<file path="config.mk">
export PLATFORM = sky130hd
export DESIGN_NAME = bus_splitter
export DESIGN_NICKNAME = d
export VERILOG_FILES = /design/src/rtl/bus_splitter_pkg.sv /design/src/rtl/bus_splitter_watchdog.sv /design/src/rtl/bus_splitter.sv
export SDC_FILE = /design/constraint.sdc
export NUM_CORES = 1
export LEC_CHECK = 0
export ABC_AREA = 1
export CAP_MARGIN = 20
export CORE_UTILIZATION = 49
export CTS_CLUSTER_DIAMETER = 80
export DETAILED_ROUTE_END_ITERATION = 8
export HOLD_SLACK_MARGIN = 0.06
export PLACE_DENSITY_LB_ADDON = 0.12
export RECOVER_POWER = 25
export REMOVE_ABC_BUFFERS = 1
export SLEW_MARGIN = 15
export SYNTH_ARGS = -nofsm -noshare
export SYNTH_HDL_FRONTEND = slang
export SYNTH_SLANG_ARGS = --single-unit
</file>
<file path="constraint.sdc">
create_clock -name clk_i -period 3.2 [get_ports clk_i]
set_input_delay 0.8 -clock clk_i [delete_from_list [all_inputs] [get_ports clk_i]]
set_output_delay 0.8 -clock clk_i [all_outputs]
set_load 0.01 [all_outputs]
</file>
<file path="src/rtl/bus_splitter_pkg.sv">
// bus_splitter_pkg: shared encodings for the CPU-side bus splitter.
// Size codes, FSM states, beat-count lookup and alignment helper.
package bus_splitter_pkg;

  typedef enum logic [1:0] {
    SIZ_BYTE  = 2'b00,
    SIZ_HALF  = 2'b01,
    SIZ_WORD  = 2'b10,
    SIZ_DWORD = 2'b11
  } siz_e;

  typedef enum logic [1:0] {
    ST_IDLE = 2'b00,
    ST_BEAT = 2'b01,
    ST_DONE = 2'b10
  } state_e;

  localparam logic [2:0] NB_SINGLE = 3'd1;
  localparam logic [2:0] NB_WORD   = 3'd2;
  localparam logic [2:0] NB_DWORD  = 3'd4;

  function automatic logic [2:0] nbeats(
    input logic [1:0] siz
  );
    logic [2:0] n;
    n = NB_SINGLE;
    unique case (siz)
      SIZ_WORD:  n = NB_WORD;
      SIZ_DWORD: n = NB_DWORD;
      default:   n = NB_SINGLE;
    endcase
    return n;
  endfunction

  function automatic logic misaligned(
    input logic [1:0] siz,
    input logic [2:0] adr
  );
    logic m;
    m = 1'b0;
    unique case (siz)
      SIZ_HALF:  m = adr[0];
      SIZ_WORD:  m = |adr[1:0];
      SIZ_DWORD: m = |adr;
      default:   m = 1'b0;
    endcase
    return m;
  endfunction

endpackage

</file>
<file path="src/rtl/bus_splitter_watchdog.sv">
// bus_ack_watchdog: counts BEAT cycles without a downstream ack.
// Ports: clk_i, reset_i, i_clr (launch/ack), i_run (in BEAT), o_expire.
module bus_ack_watchdog #(
  parameter int W = 8
) (
  input  logic clk_i,
  input  logic reset_i,
  input  logic i_clr,
  input  logic i_run,
  output logic o_expire
);

  logic [W-1:0] r_cnt;

  always_ff @(posedge clk_i) begin
    if (reset_i) begin
      r_cnt <= '0;
    end else if (i_clr) begin
      r_cnt <= '0;
    end else if (i_run) begin
      r_cnt <= r_cnt + 1'b1;
    end
  end

  assign o_expire = &r_cnt;

endmodule

</file>
<file path="src/rtl/bus_splitter.sv">
// bus_splitter: splits 8..64-bit CPU transfers into 8/16-bit beats.
// Ports: m_* master side, s_* narrower side; optional BUS_SPLITTER_WATCHDOG_EN.
module bus_splitter
  import bus_splitter_pkg::*;
#(
  parameter int TIMEOUT_W = 8
) (
  input  logic        clk_i,
  input  logic        reset_i,
  input  logic [63:0] m_adr_i,
  input  logic        m_cyc_i,
  input  logic        m_stb_i,
  input  logic        m_we_i,
  input  logic [1:0]  m_siz_i,
  input  logic        m_signed_i,
  input  logic [63:0] m_dat_i,
  output logic        m_ack_o,
  output logic [63:0] m_dat_o,
  output logic        m_err_align_o,
  output logic        m_err_bus_o,
  output logic [63:0] s_adr_o,
  output logic        s_cyc_o,
  output logic        s_stb_o,
  output logic        s_we_o,
  output logic [1:0]  s_siz_o,
  output logic        s_signed_o,
  output logic [63:0] s_dat_o,
  input  logic        s_ack_i,
  input  logic [63:0] s_dat_i
);

  state_e      r_state, w_state_nxt;
  logic [63:0] r_dat, r_acc, w_acc_nxt, w_rdata;
  logic [1:0]  r_k, r_last, r_siz, w_k_nxt;
  logic        r_signed;
  logic [2:0]  w_nb_m1;
  logic        w_req, w_mis, w_launch, w_abort;
  logic        w_ack, w_last, w_expire, w_timeout;

  logic        r_m_ack, r_m_err_bus;
  logic [63:0] r_m_dat, r_s_adr, r_s_dat;
  logic        r_s_cyc, r_s_we, r_s_signed;
  logic [1:0]  r_s_siz;

  assign w_req    = m_cyc_i & m_stb_i;
  assign w_mis    = misaligned(m_siz_i, m_adr_i[2:0]);
  assign w_launch = w_req & (r_state == ST_IDLE) & ~w_mis;
  assign w_abort  = (r_state == ST_BEAT) & ~m_cyc_i;
  assign w_ack    = (r_state == ST_BEAT) & m_cyc_i & s_ack_i;
  assign w_last   = w_ack & (r_k == r_last);
  assign w_timeout = (r_state == ST_BEAT) & m_cyc_i
                   & ~s_ack_i & w_expire;
  assign w_nb_m1  = nbeats(m_siz_i) - 3'd1;
  assign w_k_nxt  = r_k + 2'd1;

  assign m_err_align_o = w_req & (r_state == ST_IDLE) & w_mis;

`ifdef BUS_SPLITTER_WATCHDOG_EN
  bus_ack_watchdog #(
    .W(TIMEOUT_W)
  ) u_wd (
    .clk_i    (clk_i),
    .reset_i  (reset_i),
    .i_clr    (w_launch | w_ack),
    .i_run    (r_state == ST_BEAT),
    .o_expire (w_expire)
  );
`else
  logic w_unused_tw;
  assign w_unused_tw = ^TIMEOUT_W;
  assign w_expire    = 1'b0;
`endif

  always_ff @(posedge clk_i) begin
    if (reset_i) r_state <= ST_IDLE;
    else         r_state <= w_state_nxt;
  end

  always_comb begin
    w_state_nxt = r_state;
    unique case (r_state)
      ST_IDLE: if (w_launch) w_state_nxt = ST_BEAT;
      ST_BEAT: begin
        if (w_abort | w_timeout) w_state_nxt = ST_IDLE;
        else if (w_last)         w_state_nxt = ST_DONE;
      end
      ST_DONE: w_state_nxt = ST_IDLE;
      default: w_state_nxt = ST_IDLE;
    endcase
  end

  // Slot k of the accumulator including the beat acked this cycle.
  always_comb begin
    w_acc_nxt = r_acc;
    w_acc_nxt[{r_k, 4'b0000} +: 16] = s_dat_i[15:0];
  end

  always_comb begin
    w_rdata = '0;
    if (!r_s_we) begin
      unique case (r_siz)
        SIZ_WORD: w_rdata = {{32{r_signed & w_acc_nxt[31]}},
                             w_acc_nxt[31:0]};
        SIZ_DWORD: w_rdata = w_acc_nxt;
        default:  w_rdata = s_dat_i;
      endcase
    end
  end

  always_ff @(posedge clk_i) begin
    if (reset_i) begin
      r_dat       <= '0;
      r_acc       <= '0;
      r_k         <= '0;
      r_last      <= '0;
      r_siz       <= '0;
      r_signed    <= 1'b0;
      r_m_ack     <= 1'b0;
      r_m_dat     <= '0;
      r_m_err_bus <= 1'b0;
      r_s_adr     <= '0;
      r_s_dat     <= '0;
      r_s_cyc     <= 1'b0;
      r_s_we      <= 1'b0;
      r_s_siz     <= '0;
      r_s_signed  <= 1'b0;
    end else begin
      r_m_ack     <= 1'b0;
      r_m_dat     <= '0;
      r_m_err_bus <= 1'b0;
      if (w_launch) begin
        r_dat      <= m_dat_i;
        r_acc      <= '0;
        r_k        <= '0;
        r_last     <= w_nb_m1[1:0];
        r_siz      <= m_siz_i;
        r_signed   <= m_signed_i;
        r_s_cyc    <= 1'b1;
        r_s_we     <= m_we_i;
        r_s_siz    <= (m_siz_i == SIZ_BYTE) ? SIZ_BYTE : SIZ_HALF;
        // Split beats are raw halves; extension happens here.
        r_s_signed <= m_signed_i & ~m_siz_i[1];
        r_s_adr    <= m_adr_i;
        r_s_dat    <= {48'b0, m_dat_i[15:0]};
      end else if (w_abort | w_timeout | w_last) begin
        r_s_cyc     <= 1'b0;
        r_s_we      <= 1'b0;
        r_s_siz     <= '0;
        r_s_signed  <= 1'b0;
        r_s_adr     <= '0;
        r_s_dat     <= '0;
        r_m_err_bus <= w_timeout;
        if (w_last) begin
          r_m_ack <= 1'b1;
          r_m_dat <= w_rdata;
        end
      end else if (w_ack) begin
        r_acc   <= w_acc_nxt;
        r_k     <= w_k_nxt;
        r_s_adr <= r_s_adr + 64'd2;
        r_s_dat <= {48'b0, r_dat[{w_k_nxt, 4'b0000} +: 16]};
      end
    end
  end

  assign m_ack_o     = r_m_ack;
  assign m_dat_o     = r_m_dat;
  assign m_err_bus_o = r_m_err_bus;
  assign s_adr_o     = r_s_adr;
  assign s_cyc_o     = r_s_cyc;
  assign s_stb_o     = r_s_cyc;
  assign s_we_o      = r_s_we;
  assign s_siz_o     = r_s_siz;
  assign s_signed_o  = r_s_signed;
  assign s_dat_o     = r_s_dat;

endmodule

</file>
# Yosys cells after proc, flatten, opt, wreduce, memory -nomap -nowiden
# Index checks and enable logic that the tools add are counted.
# Widths: inputs -> output; s select.
[word_totals] wordCells=80 regBits=287 in_bits=201
[classes] eq_ne=9 muxes=22 shifts=3 bitwise=16 addsub=4 n_reduce_logical=11
[op_table] operator="$mux 64" count=3
[op_table] operator="$pmux 64 s2" count=1
[op_table] operator="$add 64x2->64 const B" count=1
[op_table] operator="$bwmux 64" count=1
[op_table] operator="$shift 16x8->64 const A" count=1
[op_table] operator="$shiftx 16x8->64" count=1
[op_table] operator="$shiftx 64x7->16" count=1
[op_table] operator="$mux 16" count=3
[op_table] operator="$and 1x1->1" count=10
[op_table] operator="$mux 2" count=5
[op_table] operator="$eq 2x2->1 const B" count=4
[op_table] operator="$neg 6->8" count=1
[op_table] operator="$pmux 2 s2" count=2
[op_table] operator="$mux 1" count=6
[op_table] operator="$reduce_or 3->1" count=2
[op_table] operator="$not 1->1" count=5
[op_table] operator="$reduce_or 5->1" count=1
[op_table] operator="$eq 2x1->1 const B" count=2
[op_table] operator="$logic_not 2->1" count=2
[op_table] operator="$reduce_and 2->1" count=2
[op_table] operator="$reduce_or 2->1" count=2
[op_table] operator="$ne 3x3->1 const B" count=1
[op_table] operator="$pmux 1 s3" count=1
[op_table] operator="$reduce_bool 3->1" count=1
[op_table] operator="6 further kinds" count=6

# Depth between registers and ports, before layout
[depth] word_depth=7 mapped_depth=15 mapped_depth_nobuf=11

# Worst setup path before layout
# No wires, ideal clock.
[synth_timing] kind="flip-flop to flip-flop" from="register r_k[0]" to="register r_m_dat[55], in the netlist m_dat_o[55]" arrival_ns=2.287 setup_time_ns=0.074 required_time_ns=3.126 path_slack_ns=0.839 period_less_slack_ns=2.361 path_stages_with_launch=12 cell_sequence="dfxtp_1 > buf_4 > inv_2 > buf_1 > ha_1 > buf_2 > nor2_1 > buf_2 > nand3_1 > o21ai_0 > nand2_1 > a31oi_1"
[synth_between] elab_chain_cells=5 word_cells_on_any_way=12 classes_between="add/sub: 1; eq/ne: 1; shift: 2; mux: 2; bitwise: 5; reduce/logical: 1"
[synth_rtl] item="from (decl)" line_no="bus_splitter.sv:34" rtl="logic [1:0] r_k, r_last, r_siz, w_k_nxt;"
[synth_rtl] item="from (signal assigned)" line_no="bus_splitter.sv:159" rtl="r_k <= w_k_nxt;"
[synth_rtl] item="$neg 6->8 or $eq 2x2->1 (tied branches)" line_no="bus_splitter.sv:95, bus_splitter.sv:50"
[synth_rtl] item="$shiftx 16x8->64 (tied with other cells)" line_no="bus_splitter.sv:95" rtl="w_acc_nxt[{r_k, 4'b0000} +: 16] = s_dat_i[15:0];"
[synth_rtl] item="$bwmux 64 or $or 1x1->1 (tied branches)" line_no="bus_splitter.sv:95, bus_splitter.sv:145"
[synth_rtl] item="$and 1x1->1 or $not 1->1 (tied branches)"
[synth_rtl] item="$pmux 64 s2 or $reduce_or 5->1 (tied branches)"
[synth_rtl] item="to (signal assigned)" line_no="bus_splitter.sv:155" rtl="r_m_dat <= w_rdata;"
[synth_rtl] item="to (decl)" line_no="bus_splitter.sv:41" rtl="logic [63:0] r_m_dat, r_s_adr, r_s_dat;"
# Several ways; a longest one is shown, not always the timed one.
# A chain may end at the register's enable or synchronous reset.

# Final worst setup path
[layout_timing] from="input port m_cyc_i" to="output port m_err_align_o"
[layout_between] elab_chain_cells=3
[layout_rtl] item="from (decl)" line_no="bus_splitter.sv:11" rtl="input logic m_cyc_i,"
[layout_rtl] item="$and 1x1->1" line_no="bus_splitter.sv:45" rtl="assign w_req = m_cyc_i & m_stb_i;"
[layout_rtl] item="$and 1x1->1 (2 in series)" line_no="bus_splitter.sv:56" rtl="assign m_err_align_o = w_req & (r_state == ST_IDLE) & w_mis;"
[layout_rtl] item="to (decl)" line_no="bus_splitter.sv:19" rtl="output logic m_err_align_o,"
# No other way between the ends.

==> results.cfg <==
[setup_path]
timing.critical_path.arrival_ns = 2.27
cp-end-kind = output port
worst_path_cell_trace = clkdlybuf4s50_1, nand2_1, nor3_2, a21boi_0, clkdlybuf4s50_1
worst-setup-path-type = input port to output port
critical-path-max-stage-delay_ns = 0.56
crit-reg2reg-capture = s_dat_o[4]$_SDFFE_PP0P_
worst-endpoint-required_ns = 2.40
timing.reg2reg.setup_slack_ns = 0.52
critical_path.most_common_cell = clkdlybuf4s50_1
worst_r2r_startpoint = r_k[1]$_SDFFE_PP0P_
critical_path_peak_fanout = 3
timing.reg2reg.worst_path_depth = 10
crit_path_start_kind = input port
critical-path-slowest-cell = clkdlybuf4s50_1

[placement]
placed_cells = 2933
final_weighted_congestion_of_routability_driven_global_placement = 0.940
detailedPlacementHpwl_um = 35600
placement.setup.worst_slack_ns = 0.127
io_buffer_count = 351

[worst_hold_path]
worstHoldPathType = flop to flop
worst_hold_endpoint = r_acc[43]$_SDFFE_PP0P_
hold_start = r_acc[43]$_SDFFE_PP0P_
timing.hold.worst_path_depth = 2

[sta]
worst_slew_pin_slew_ns = 1.22
post-route-min-period_ns = 3.07
hold_slack_ns = 0.444
final-hold-violation-count = 0
rsz0062_at_grt = false
setup_viol_count_final = 0
final.setup.worst_slack_ns = 0.126
slew_headroom = 0.186
finalCritPeriodShare = 0.961
slew_viol_final = 0
fmax_mhz = 325
clock-skew-final_ns = 0.00949

[floorplan]
placementRows = 63
core_area_mm2 = 0.0297
pin_count = 402
floorplan.initialDensity = 0.500
die_x_um = 176
die_y_um = 176
floorplan.die_area_mm2 = 0.0310

[yosys]
ys_seq_area_frac = 0.386
cell_types_with_the_highest_counts_after_synthesis = nand2_1, nor2_1, dfxtp_1, a21oi_1, inv_1
ys_async_sr_fraction = 0
ys_warn_count = 0
ys_ff_latch = 286
netlist.top_cell.by_area = dfxtp_1
syn-instance-count = 2283
synth.top_cell.area_share = 0.386
mapped_area_mm2 = 0.0148
yosys_most_used_dff = dfxtp_1
most_repeated_cell_in_the_gate_level_netlist_after_synthesis = nand2_1
synth_enable_flop_cells = 0
netlist-cell-type-count = 42
synthesis.area_per_instance_um2 = 6.50
top_post_synthesis_cells_by_area = dfxtp_1, nand2_1, a21oi_1

[clock_network]
insertion_delay_ns = 0.58
cts.root.buffer_cell = clkbuf_16
tritoncts = done
total_clock_buffers_created_by_cts = 31
clkSlewWorstSetupHoldPaths_ns = 0.06
cts_buffer_depth = 3
htree_num_levels = 1
clkSinkCount = 286
ctsResizeCount = 0
cts_hold_buf = 0
cts_setup_buffers = 0

[global_routing]
grt_pass1_wl_um = 79500
global_route.usage.met2 = 0.533
first_global_vias = 15027
grt.total_usage = 0.319
gr-usage-met3 = 0.0457
antenna_found_initial = 1
grt_max_degree = 83
gr-usage-met1 = 0.409
gr-total-overflow = 0
globalRoute.busiestLayer = met2

[route]
antenna_violating_nets_post_route = 0
dr.pass1.iters = 5
drt-initial-drc-count = 1313
via_count = 15924
wirelength_um = 50200
routed_via_density = 5.33
drt-wirelength-per-cell_um = 16.8
drc = 0

[power_and_ir_drop]
switchingPower_uw = 2360
share_clk_of_total_power = 0.413
p_int_uw = 6420
p_total_uw = 8780
power.switching_fraction = 0.268
cellLeakagePower_uw = 0.00782
power.ir.vdd_worst_mv = 0.436
power.density_mw_per_mm2 = 450
combinationalPowerShare = 0.146
power.share.sequential = 0.441

[final_layout]
area.growth.synth_to_final_pct = 31.3
final_cell_count_no_fill = 2987
area_occupied_by_multi_input_gates_mm2 = 0.00757
post_route_cells_drive_above_1_share = 0.0435
regArea_mm2 = 0.00573
final_net_count = 2783
count_of_fill_cells_added_during_filler_insertion = 2678
layout.core_utilization = 0.656

[status]
status = complete, no violations

[flow_run]
drv.max_cap_violation_count = 0
[metrics by stage]
| stage | cell area [um^2] | setup TNS [ns] |
|---|---|---|
| floorplan | 14100 | -351.43 |
| global placement | 18500 | 0 |
| detailed placement | 18500 | 0 |
| finish | 19500 | 0 |
| global route | 19500 | 0 |
| CTS | 19600 | 0 |
[per-layer routing]
layer | up-vias | wire (um)
li1 | 7888 | -
met1 | 7269 | 20900
met2 | 653 | 23400
met3 | 114 | 3540
met4 | 0 | 2300
met5 | - | 0
[power by group through the flow]
| stage | clock network (uW) | registers, uW | logic [uW] |
|---|---|---|---|
| floorplan | 0 | 3930 | 552 |
| global placement | 0 | 3940 | 1250 |
| detailed placement | 0 | 3940 | 1270 |
| CTS | 3650 | 3860 | 1280 |
| global route | 3780 | 3880 | 1410 |
| finish | 3630 | 3870 | 1280 |
[registers in the layout (all words and copies together), names as in the netlist]
register / cells
r_signed: 1
r_dat: 64
s_dat_o: 16
s_we_o: 1
m_ack_o: 1
s_adr_o: 64
s_cyc_o: 1
s_signed_o: 1
r_siz: 2
m_dat_o: 64
r_acc: 64
r_last: 2
r_state: 2
s_siz_o: 1
r_k: 2
[placed cells by master, fill, tap and decap left out, types with 7 or more instances in the layout]
cell | synthesis | layout
inv_1 | 197 | 198
inv_2 | 8 | 7
a31oi_1 | 16 | 16
buf_4 | 52 | 23
clkbuf_8 | 0 | 7
a22o_1 | 16 | 16
clkbuf_16 | 0 | 31
dfxtp_1 | 286 | 285
buf_12 | 0 | 9
conb_1 | 1 | 50
clkdlybuf4s50_1 | 0 | 312
o21a_1 | 14 | 14
clkbuf_1 | 67 | 8
a21oi_1 | 255 | 255
dlygate4sd3_1 | 0 | 39
nand4_1 | 22 | 22
nand3_1 | 141 | 143
o21ai_0 | 195 | 195
nand2_1 | 552 | 551
a211oi_1 | 17 | 17
nor2_1 | 292 | 292
nor3_1 | 23 | 23
[worst max-delay path by stage]
stage                                           to        from  slack [ns]  depth (start not counted)
final                                m_err_align_o     m_cyc_i        0.13                          5
after global routing                 m_err_align_o  m_adr_i[0]        0.02                          6
after CTS                            m_err_align_o     m_cyc_i        0.13                          5
after detailed placement             m_err_align_o     m_cyc_i        0.13                          5
after global placement               m_err_align_o     m_cyc_i        0.16                          5
after floorplan           s_adr_o[12]$_SDFFE_PP0P_  m_adr_i[2]       -2.76                          9
[kinds of logic after synthesis]
family	synth area share
flops	0.386
other cells	0.000253
simple gates	0.292
fa+ha+maj	0.00506
buf+inv	0.117
xor+xnor	0.00759
compound gates	0.193
[critical path: cells and delay by family]
kind                   cells  cell delay (ns)
AO/OA/AOI/OAI              1             0.20
buffers and inverters      2             1.07
AND/OR/NAND/NOR            2             0.20
[cell type report]
cell class                      instances  share of cell area
Antenna cell                            1            0.000128
Clock buffer                           42              0.0455
Clock inverter                         11             0.00680
Multi-Input combinational cell       1657               0.388
Inverter                              208              0.0401
Tap cell                              390              0.0250
Sequential cell                       286               0.294
Timing Repair Buffer                  392               0.201
No activity file was read; power rests on OpenSTA's default activity.
==> variant 1, RTL diff (same flow settings) <==
Build with the macro `BUS_SPLITTER_WATCHDOG_EN` defined.
--- a/src/rtl/bus_splitter.sv
+++ b/src/rtl/bus_splitter.sv
@@ -2,2 +2,4 @@
 // Ports: m_* master side, s_* narrower side; optional BUS_SPLITTER_WATCHDOG_EN.
+`define BUS_SPLITTER_WATCHDOG_EN
+
 module bus_splitter
Formal check against the unedited RTL: same outputs for any inputs over 4 cycles, from zero or initial values and one cycle with reset_i high; that may be too few to reach the edited logic, so the function may still have changed.
==> variant 1 against the original RTL <==
  * Design area about the same
  * Worst hold slack improved by 0.0035 ns
  * Sequential cell count rose by 9
  * Power is 1.4% higher
  * Synthesized area grew 0.56%
  * Sequential power is 3% higher
  * Setup slack improved by 0.072 ns
  * Global-route usage decreased by 0.96 points
  * Sequential share of layout area up 0.94 points
  * Wire length down 1.7%
  * Critical path type unchanged
  * Critical endpoint unchanged
  * Largest power group unchanged
==> variant 1: results (changes against the original RTL) <==
status=finished, final reports clean; Final clock-cell share=5.285% (+0.054 points); #MultiIn Comb=1,570 (-5.3%); Netlist cell types=39 (-7.1%); Data buffer area share=20.30% (+0.25 points); clk_skew=0.01508 ns (+0.005595 ns); drt pass-1 iters=6 (+1); Adder-Cell Fraction of Synth Area=0.5867% (+0.081 points); metal3 WL=3593 µm (+1.4%); crit-path max FO=2 (-1); Port Buffer Count=352 (+0.28%); Final #Nets=2,664 (-4.3%); top sig layer=met4; synth top area cells=dfxtp_1 40%, nand2_1 12%, a21oi_1 10%; top post-synthesis cells by count=494 x nand2_1, 298 x a21oi_1, 295 x dfxtp_1; largest net degree at the start of global routing=97 (+17%); peak supply drop=0.0005116 V (+17%); Buffers, non-clock=394 (+0.51%); xor and xnor area share after synthesis=1.995% (+1.2 points); Leak=0.007203 µW (-7.9%); Seq area share=30.32% (+0.94 points); Metal-1 WL=21,350 µm (+1.9%); register area share after synthesis=39.56% (+0.99 points); clkbuf count=44 (+4.8%); layout cells sized above 1=5.723% (+1.4 points); met2 GRT Util=50.67% (-2.7 points); first-pass GRT wire length=77,850 µm (-2.1%); GRT Util Overall=30.97% (-0.96 points); metal2 WL=22,500 µm (-3.9%); met3 Use GR=4.651% (+0.086 points); GR Util met1=40.67% (-0.24 points); fillers=2,759 (+3.0%); initial antenna violation count=1 (unchanged); clk sinks=295 (+3.1%); vias in the first global route=14,790 (-1.6%); compound-cell area share of the yosys netlist=22.87% (+3.6 points); Post-DP HPWL=35,190 µm (-1.2%); area of the multi-input gates=7483 µm² (-1.1%); Post-CTS Setup Repair Bufs=0 (unchanged); Vias per Instance=5.436 (+2.0%); YS warnings=0 (unchanged); DRT iter0 DRCs=1,316 (+0.23%); routed wire length=49,360 µm (-1.7%); CP arrival=2.20 ns (-0.07 ns); Worst Max-Slew Pin Slew=1.220 ns (-0.001239 ns); non-clock inverter count=164 (-21%); routability-driven placement congestion ratio=0.9669 (+2.8%)
## variant 1: power by group
group	switching [µW]	internal, µW	total (µW)
logic	639	621	1260
clock network	1550	2090	3640
registers	180	3820	4000
## variant 1: logic make-up after synthesis
| logic type | Yosys count |
|---|---|
| XOR/XNOR | 34 |
| AND/OR/NAND/NOR | 849 |
| AO/OA/AOI/OAI | 631 |
| buffers and inverters | 349 |
| adder cells (fa/ha/maj) | 7 |
| flip-flops | 295 |
| other | 1 |
## variant 1: what timing repair did
item,4_1_cts,5_1_grt
endpoints found under the setup margin,1,0
endpoints found under the hold margin,0,0
gates resized for setup,3,0
hold buffers,0,0
## variant 1: worst paths after layout
| check | from | to | slack (ns) | depth (start not counted) |
|---|---|---|---|---|
| hold reg to reg | r_acc[3]$_SDFFE_PP0P_ | r_acc[3]$_SDFFE_PP0P_ | 0.45 | 2 |
| hold / removal | r_acc[3]$_SDFFE_PP0P_ | r_acc[3]$_SDFFE_PP0P_ | 0.45 | 2 |
| setup reg to reg | r_k[0]$_SDFFE_PP0P_ | m_dat_o[40]$_SDFF_PP0_ | 0.47 | 10 |
| setup / recovery | m_cyc_i | m_err_align_o | 0.20 | 7 |
## variant 1: through the flow
step                setup TNS, ns  std cells  setup WS, ns  area, µm²
finish                          0       2872        0.1981      19480
global route                    0       2872       0.08651      19480
CTS                             0       2871        0.1754      19550
detailed placement        -0.1967       2813       -0.1967      18510
global placement          -0.1530       2813       -0.1530      18510
floorplan                 -273.32       2029        -1.711      14020
## variant 1: critical path: stages
cell and delay, ns:
clkdlybuf4s50_1 0.47, nand2_1 0.10, nor3_1 0.14, buf_4 0.13, a21boi_2 0.16, buf_4 0.13, dlygate4sd2_1 0.26
==> variant 2, RTL diff (same settings) <==
Without the edit above. Re-encode `state_e` (3 states) as one-hot, 3 bits wide.
--- a/src/rtl/bus_splitter_pkg.sv
+++ b/src/rtl/bus_splitter_pkg.sv
@@ -11,6 +11,6 @@
 
-  typedef enum logic [1:0] {
-    ST_IDLE = 2'b00,
-    ST_BEAT = 2'b01,
-    ST_DONE = 2'b10
+  typedef enum logic [2:0] {
+    ST_IDLE = 3'b001,
+    ST_BEAT = 3'b010,
+    ST_DONE = 3'b100
   } state_e;
Function: same outputs for any inputs over 4 cycles, from zero or initial values and one cycle with reset_i high; so few cycles prove little.
==> variant 2 against the original RTL <==
  * Design area increased by 0.37%
  * Sequential cell count rose by 1
  * Power shrank 5.3%
  * Worst hold slack improved by 0.012 ns
  * Maximum frequency up 1.3%
  * Setup slack improved by 0.040 ns
  * Synthesized area increased by 1.1%
  * Wire length is 2.4% lower
  * Non-clock buffer count decreased by 4
  * Clock skew increased by 0.0092 ns
  * Count of clock-buffer cells in the layout is 4 higher
  * Critical path depth is 3 higher
==> variant 2: results (changes against the original RTL) <==
Inst Count DP=2,922 (-0.38%); final cell count without fillers=2,982 (-0.17%); met3 Use GR=4.832% (+0.27 points); routability-driven placement congestion ratio=0.9211 (-2.0%); Leak=0.007827 µW (about the same); status=finished, final reports clean; routed wire length=49,000 µm (-2.4%); synth top area cells=dfxtp_1 38%, nand2_1 13%, nor2_1 8.3%; Vias per Instance=5.364 (+0.61%); crit-path max FO=4 (+1); placed instance area=18,560 µm² (+0.16%); initial antenna violation count=2 (+1); Worst Max-Slew Pin Slew=0.9591 ns (-0.2622 ns); met2 GRT Util=51.37% (-2.0 points); Metal-1 WL=20,260 µm (-3.3%); metal3 WL=3908 µm (+10%); GRT Util Overall=30.11% (-1.8 points); vias in the first global route=14,610 (-2.8%); Netlist cell types=46 (+9.5%); GR Util met1=37.95% (-3.0 points); Post-DP HPWL=35,020 µm (-1.7%); largest net degree at the start of global routing=104 (+25%); layout cells sized above 1=6.371% (+2.0 points); DRT iter0 DRCs=1,400 (+6.6%); top post-synthesis cells by count=533 x nand2_1, 331 x nor2_1, 287 x dfxtp_1
[variant 2: logic make-up after synthesis]
logic type	Yosys count	synth area share, %
and+or+nand+nor	1047	29.16
AOI/OAI and AO/OA	530	18.90
buffers and inverters	387	12.16
DFF	287	38.27
xor gates and xnor gates	17	0.9917
adders and majority gates	6	0.5000
other	1	0.02498
[variant 2: cell type report]
| class | instances | area (µm²) |
|---|---|---|
| fillers | 2702 | 10310 |
| well taps | 390 | 488.0 |
| diodes | 2 | 5.005 |
| clock buffers | 46 | 932.1 |
| flip-flops and latches | 287 | 5747 |
| multi-input cells | 1650 | 7622 |
| repair buffers | 388 | 3909 |
| clock inverters | 12 | 83.83 |
| inverters | 207 | 780.7 |
[variant 2: final timing paths]
kind | slack [ns] | start | to
worst max-delay path | 0.17 | m_siz_i[1] | m_err_align_o
worst min-delay path | 0.46 | r_acc[53]$_SDFFE_PP0P_ | r_acc[53]$_SDFFE_PP0P_
worst max register to register | 0.32 | r_k[0]$_SDFFE_PP0P_ | r_acc[58]$_SDFFE_PP0P_
worst min register to register | 0.46 | r_acc[53]$_SDFFE_PP0P_ | r_acc[53]$_SDFFE_PP0P_
[variant 2: power by group through the flow]
stage | sequential, µW | clock, µW | combinational (µW)
floorplan | 3870 | 0 | 413
finish | 3800 | 3520 | 990
global placement | 3880 | 0 | 968
global route | 3810 | 3710 | 1090
detailed placement | 3880 | 0 | 983
CTS | 3800 | 3570 | 991
[variant 2: worst max-delay path, stage by stage]
cell and delay (ns):
clkdlybuf4s50_1 0.54, nand2_1 0.08, inv_1 0.05, o21ai_1 0.07, nand2_1 0.06, nand2_1 0.05
inv_1 0.05, clkdlybuf4s50_1 0.54
